<file path="src/rtl/cfg_region_manager.sv">
// cfg_region_manager: decodes RX FIFO command bytes into per-region colour writes; `define CFG_FRAME_SYNC_EN to hold writes for vsync.
// Latency: write valid 1 cycle after the last colour byte; notify 1 cycle after handshake / PING / mode byte.
// Backpressure: c_valid holds addr/data until c_ready; the RX FIFO is not popped while a write is pending.
module cfg_region_manager #(
  parameter int REGIONS        = 4,
  parameter int COLOR_WIDTH    = 12,
  parameter int TIMEOUT_CYCLES = 1000,
  localparam int PAYLOAD_BYTES = (COLOR_WIDTH + 7) / 8,
  localparam int ADDR_WIDTH    = (REGIONS > 1) ? $clog2(REGIONS) : 1
) (
  input  logic                   clk,
  input  logic                   rst,
  input  logic                   rx_empty,
  input  logic [7:0]             rx_data,
  output logic                   rx_rd,
  output logic [ADDR_WIDTH-1:0]  c_addr,
  output logic [COLOR_WIDTH-1:0] c_data,
  output logic                   c_valid,
  input  logic                   c_ready,
  input  logic                   vsync,
  output logic [2:0]             split_mode,
  output logic [1:0]             cfg_status,
  output logic [7:0]             notif_code,
  output logic                   notif_valid,
  output logic [1:0]             err_code,
  output logic                   err_valid,
  output logic [15:0]            cmd_count
);

  localparam int ASM_W = PAYLOAD_BYTES * 8;
  localparam int TW    = $clog2(TIMEOUT_CYCLES + 1);

  localparam logic [1:0] OP_COLOR = 2'b00;
  localparam logic [1:0] OP_MODE  = 2'b01;
  localparam logic [1:0] OP_PING  = 2'b10;
  localparam logic [1:0] OP_RSVD  = 2'b11;

  localparam logic [1:0] ERR_OPCODE  = 2'b01;
  localparam logic [1:0] ERR_REGION  = 2'b10;
  localparam logic [1:0] ERR_TIMEOUT = 2'b11;

  // State encoding doubles as the cfg_status value.
  typedef enum logic [1:0] {
    S_IDLE    = 2'b00,
    S_PAYLOAD = 2'b01,
    S_ISSUE   = 2'b10,
    S_WAIT    = 2'b11
  } state_t;

  state_t            state, state_nxt;
  logic [7:0]        hdr_q;
  logic [2:0]        byte_cnt_q;
  logic [TW-1:0]     tmo_q;
  logic [ASM_W-1:0]  asm_q;
  logic [ASM_W-1:0]  asm_nxt;
  logic [1:0]        rx_op;
  logic              region_bad;
  logic              hdr_starts_payload;
  logic              last_byte;
  logic              tmo_hit;
  logic              frame_go;

  assign rx_op              = rx_data[7:6];
  assign region_bad         = {1'b0, rx_data[5:0]} >= 7'(REGIONS);
  assign hdr_starts_payload = (rx_op == OP_MODE) || (rx_op == OP_COLOR && !region_bad);
  assign last_byte          = (hdr_q[7:6] == OP_MODE) || (byte_cnt_q == 3'(PAYLOAD_BYTES - 1));
  assign tmo_hit            = (tmo_q == TW'(TIMEOUT_CYCLES - 1));
  // MSB-first assembly; bytes shifted past the top are dropped.
  assign asm_nxt            = (asm_q << 8) | ASM_W'(rx_data);

`ifdef CFG_FRAME_SYNC_EN
  logic vsync_q;

  always_ff @(posedge clk) begin
    if (rst) vsync_q <= 1'b0;
    else     vsync_q <= vsync;
  end

  assign frame_go = vsync & ~vsync_q;
`else
  logic unused_vsync;
  assign unused_vsync = vsync;
  assign frame_go     = 1'b0;
`endif

  always_ff @(posedge clk) begin
    if (rst) state <= S_IDLE;
    else     state <= state_nxt;
  end

  always_comb begin
    state_nxt = state;
    case (state)
      S_IDLE: begin
        if (rx_rd && hdr_starts_payload) state_nxt = S_PAYLOAD;
      end
      S_PAYLOAD: begin
        if (rx_rd) begin
          if (last_byte) begin
            if (hdr_q[7:6] == OP_MODE) state_nxt = S_IDLE;
`ifdef CFG_FRAME_SYNC_EN
            else                       state_nxt = S_WAIT;
`else
            else                       state_nxt = S_ISSUE;
`endif
          end
        end else if (tmo_hit) begin
          state_nxt = S_IDLE;
        end
      end
      S_ISSUE: begin
        if (c_ready) state_nxt = S_IDLE;
      end
      S_WAIT: begin
        if (frame_go) state_nxt = S_ISSUE;
      end
      default: state_nxt = S_IDLE;
    endcase
  end

  always_comb begin
    rx_rd      = !rx_empty && (state == S_IDLE || state == S_PAYLOAD);
    c_valid    = (state == S_ISSUE);
    cfg_status = state;
  end

  always_ff @(posedge clk) begin
    if (rst) begin
      hdr_q       <= '0;
      byte_cnt_q  <= '0;
      tmo_q       <= '0;
      asm_q       <= '0;
      c_addr      <= '0;
      c_data      <= '0;
      split_mode  <= '0;
      notif_code  <= '0;
      notif_valid <= 1'b0;
      err_code    <= '0;
      err_valid   <= 1'b0;
      cmd_count   <= '0;
    end else begin
      notif_valid <= 1'b0;
      err_valid   <= 1'b0;
      case (state)
        S_IDLE: begin
          if (rx_rd) begin
            hdr_q      <= rx_data;
            byte_cnt_q <= '0;
            tmo_q      <= '0;
            asm_q      <= '0;
            if (rx_op == OP_RSVD) begin
              err_code  <= ERR_OPCODE;
              err_valid <= 1'b1;
            end else if (rx_op == OP_COLOR && region_bad) begin
              err_code  <= ERR_REGION;
              err_valid <= 1'b1;
            end else if (rx_op == OP_PING) begin
              notif_code  <= rx_data;
              notif_valid <= 1'b1;
              cmd_count   <= cmd_count + 16'd1;
            end
          end
        end
        S_PAYLOAD: begin
          if (rx_rd) begin
            tmo_q      <= '0;
            byte_cnt_q <= byte_cnt_q + 3'd1;
            asm_q      <= asm_nxt;
            if (hdr_q[7:6] == OP_MODE) begin
              split_mode  <= rx_data[2:0];
              notif_code  <= hdr_q;
              notif_valid <= 1'b1;
              cmd_count   <= cmd_count + 16'd1;
            end else if (last_byte) begin
              c_data <= asm_nxt[COLOR_WIDTH-1:0];
              c_addr <= hdr_q[ADDR_WIDTH-1:0];
            end
          end else if (tmo_hit) begin
            err_code  <= ERR_TIMEOUT;
            err_valid <= 1'b1;
          end else begin
            tmo_q <= tmo_q + TW'(1);
          end
        end
        S_ISSUE: begin
          if (c_ready) begin
            notif_code  <= hdr_q;
            notif_valid <= 1'b1;
            cmd_count   <= cmd_count + 16'd1;
          end
        end
        default: ;
      endcase
    end
  end

endmodule
</file>
<file path="config.mk">
export PLATFORM = sky130hd
export DESIGN_NAME = cfg_region_manager
export DESIGN_NICKNAME = d
export VERILOG_FILES = /design/src/rtl/cfg_region_manager.sv
export SDC_FILE = /design/constraint.sdc
export NUM_CORES = 1
export LEC_CHECK = 0
export ABC_CLOCK_PERIOD_IN_PS = 2350
export CORE_AREA = 4 4 103 105
export DETAILED_ROUTE_END_ITERATION = 7
export DIE_AREA = 0 0 107 109
export REMOVE_ABC_BUFFERS = 1
export SYNTH_ARGS = -nofsm -noshare
export SYNTH_HDL_FRONTEND = slang
export SYNTH_SLANG_ARGS = --single-unit
</file>
<file path="constraint.sdc">
create_clock -name clk -period 2.35 [get_ports clk]
set_clock_uncertainty 0.1 [all_clocks]
set_input_delay 0.705 -clock clk [delete_from_list [all_inputs] [get_ports clk]]
set_output_delay 0.705 -clock clk [all_outputs]
set_load 0.02 [all_outputs]
</file>
==> results_dict.tcl <==
set metrics [dict create \
    synth_top_area_frac 0.4355 \
    antenna_found_initial 0 \
    io_pins 62 \
    r2r_slack_ns 0.33 \
    post_cts_buffers 0 \
    synth_warnings 0 \
    gp_congestion 0.7482 \
    crit_arrival_ns 1.49 \
    startpoint_type "input pin" \
    tightest_slew_ns 0.4234 \
    cp-end-kind "output pin" \
    critPathKind "in2out" \
    yosysTopAreaCell "dfxtp_1" \
    n_fill_cell 978 \
    finalSetupTns_ns 0 \
    ys_seq_area_frac 0.4355 \
    synth_mux_area_frac 0.08885 \
    netlist_top_cells_count "dfxtp_1, nor2_1, nand2_1" \
    maxSlewViolCount 0 \
    grt_pass1_vias 2882 \
    clkLatencyLatePin_ns 0.34 \
    tritoncts "yes" \
    portBuffers 60 \
    dieArea_sq_um 11660 \
    final_nets 482 \
    hold_buffers 0 \
    critPathMaxStageDelay_ns 0.31 \
    rsz0062_at_grt "false" \
    clock_sinks 72 \
    cts_buffers 9 \
    met1_usage 0.1960 \
    core_area_sq_um 9639 \
    synth_edf_count 0 \
    yosys.area_share.xor_xnor 0.03705 \
    synthAdderAreaFrac 0.03403 \
    setup_viol 0 \
    viasPerCell 4.893 \
    period_minus_slack_ns 2.291 \
    fmax_mhz 436.4 \
    clkSlewWorstSetupHoldPaths_ns 0.07 \
    grt_max_degree 33 \
    powerDensity_nw_per_um2 631.9 \
    post-route-util 0.4643 \
    totalWireLength_mm 8.227 \
    hp-class "reg2reg" \
    p_leak_uw 0.001792 \
    grt.overflow.total 0 \
    synthArstFlopShare 0 \
    detail_route.wl_per_cell_um 13.76 \
    use_met3 0.04973 \
    yosys.cell_types.count 43 \
    fp-row-count 36 \
    yosys-top-cells-area "dfxtp_1, mux2i_1, nor2_1, ha_1, a21oi_1" \
    drt_first_iter_violations 118 \
    fp.dieH_um 109 \
    power_uw 2828 \
    outcome "finished clean" \
    diodes 0 \
    ys_seq_elements 72 \
    final_area_sq_um 4476 \
    critPathMaxFanout 2 \
    synth-simple-area-share 0.2045 \
    peakVddDrop_v 0.0003333 \
    vias 2926 \
    drive_above_1_share 0.1591 \
    start_util 0.3433 \
    synth_most_common_cell "dfxtp_1" \
    grt.total_usage 0.1485 \
    area_growth_pct 35.24 \
    clockBufferDepth 2 \
    maxCapViolCount 0 \
    ant_nets 0 \
    grtUsageMet2 0.2365 \
    fin_cells 598 \
    htreeDepth 3 \
    placedInstanceArea_sq_um 4267 \
    maxSlewHeadroom 0.7178 \
    crit_path_top_delay_cell "or2_2" \
    numPlacedInstances 582 \
    multi_input_area_sq_um 1739 \
    netlist_area_sq_um 3309 \
    hold_viol 0 \
    critPathTopFamily "buffers and inverters" \
    seq_area_sq_um 1443 \
    synth_top_family_by_area "simple AND/OR/NAND/NOR gates" \
    grt_pass1_wl_mm 14.01 \
    die_w_um 107 \
    synth_area_per_cell_sq_um 8.825 \
    clock-root-buffer "clkbuf_8" \
    synth_compound_area_frac 0.1588 \
    post-dp-hpwl_mm 5.960 \
    drc_errors 0 \
    path_cells "dlygate4sd2_1, or2_2, inv_2, buf_6" \
    syn_inst 375 \
    period_share 0.9751 \
    grt-busiest-layer "met2" \
    ys.flop_type "dfxtp_1" \
    first_pass_iters 4 \
    crit_buf_inv 3 \
    required_ns 1.54 \
]
## cell type report
cell class,instances,area share
Tap cell,133,0.03718
Clock inverter,6,0.01342
Clock buffer,10,0.02852
Timing Repair Buffer,99,0.2041
Inverter,7,0.005871
Sequential cell,72,0.3223
Multi-Input combinational cell,271,0.3886
## placed cells by master, fill, tap and decap left out, types with 4 or more instances in the layout
cell / instances
dfxtp_1: 71
nor2_1: 68
clkdlybuf4s50_1: 52
buf_4: 37
nand2_1: 27
mux2i_1: 26
a21oi_1: 21
xor2_1: 12
a211oi_1: 11
o21ai_0: 9
clkbuf_8: 9
ha_1: 8
nand2b_1: 7
and3_1: 7
nor3_1: 7
o211ai_1: 7
nor2b_1: 6
a22oi_1: 6
o2111ai_1: 6
nand4_1: 5
inv_1: 4
nand3_1: 4
or3_1: 4
dlymetal6s2s_1: 4
## stage by stage
| step | worst slack [ns] | hold WS (ns) |
|---|---|---|
| after floorplan | -0.5259 | 0.3300 |
| after global placement | -0.6538 | 0.3414 |
| after detailed placement | -0.6657 | 0.3516 |
| after CTS | 0.02561 | 0.3621 |
| after global routing | 0.005267 | 0.3776 |
| final | 0.05860 | 0.3603 |
## power breakdown
part | internal, uW | switching, uW
clock | 485 | 467
sequential | 1270 | 35.2
combinational | 260 | 309
## tightest hold or removal path, stage by stage (launching register included)
cell and delay (ns):
dfxtp_1 0.31, nand2_1 0.05, a21oi_1 0.05
## cell families after synthesis
kind of cell | count (synthesis)
AO/OA/AOI/OAI | 74
XOR/XNOR | 14
adder cells (fa/ha/maj) | 9
multiplexers | 29
flip-flops | 72
buffers and inverters | 32
AND/OR/NAND/NOR | 145
## sequential cells by signal, summed over array words and instances, names as in the netlist
register / cells
notif_code: 8
tmo_q: 10
notif_valid: 1
byte_cnt_q: 3
cmd_count: 16
asm_q: 4
cfg_status: 2
c_data: 12
err_code: 2
c_addr: 2
split_mode: 3
hdr_q: 8
err_valid: 1
## layer usage
metal | routed length [um] | up-vias
li1 | - | 1482
met5 | 0 | -
met4 | 61 | 0
met1 | 4001 | 1376
met3 | 494 | 7
met2 | 3669 | 61
## final timing paths
check,startpoint,endpoint,cells past startpoint
setup / recovery,rx_empty,rx_rd,4
hold / removal,hdr_q[4],hdr_q[4],2
setup reg to reg,cfg_status[0],notif_code[0],9
hold reg to reg,hdr_q[4],hdr_q[4],2
## repair_timing
action                                  CTS  global route
resized for setup                         8            11
pin swaps                                 1             3
endpoints found under the setup margin    3             5
Note: power is estimated with default switching activity, not from simulation.
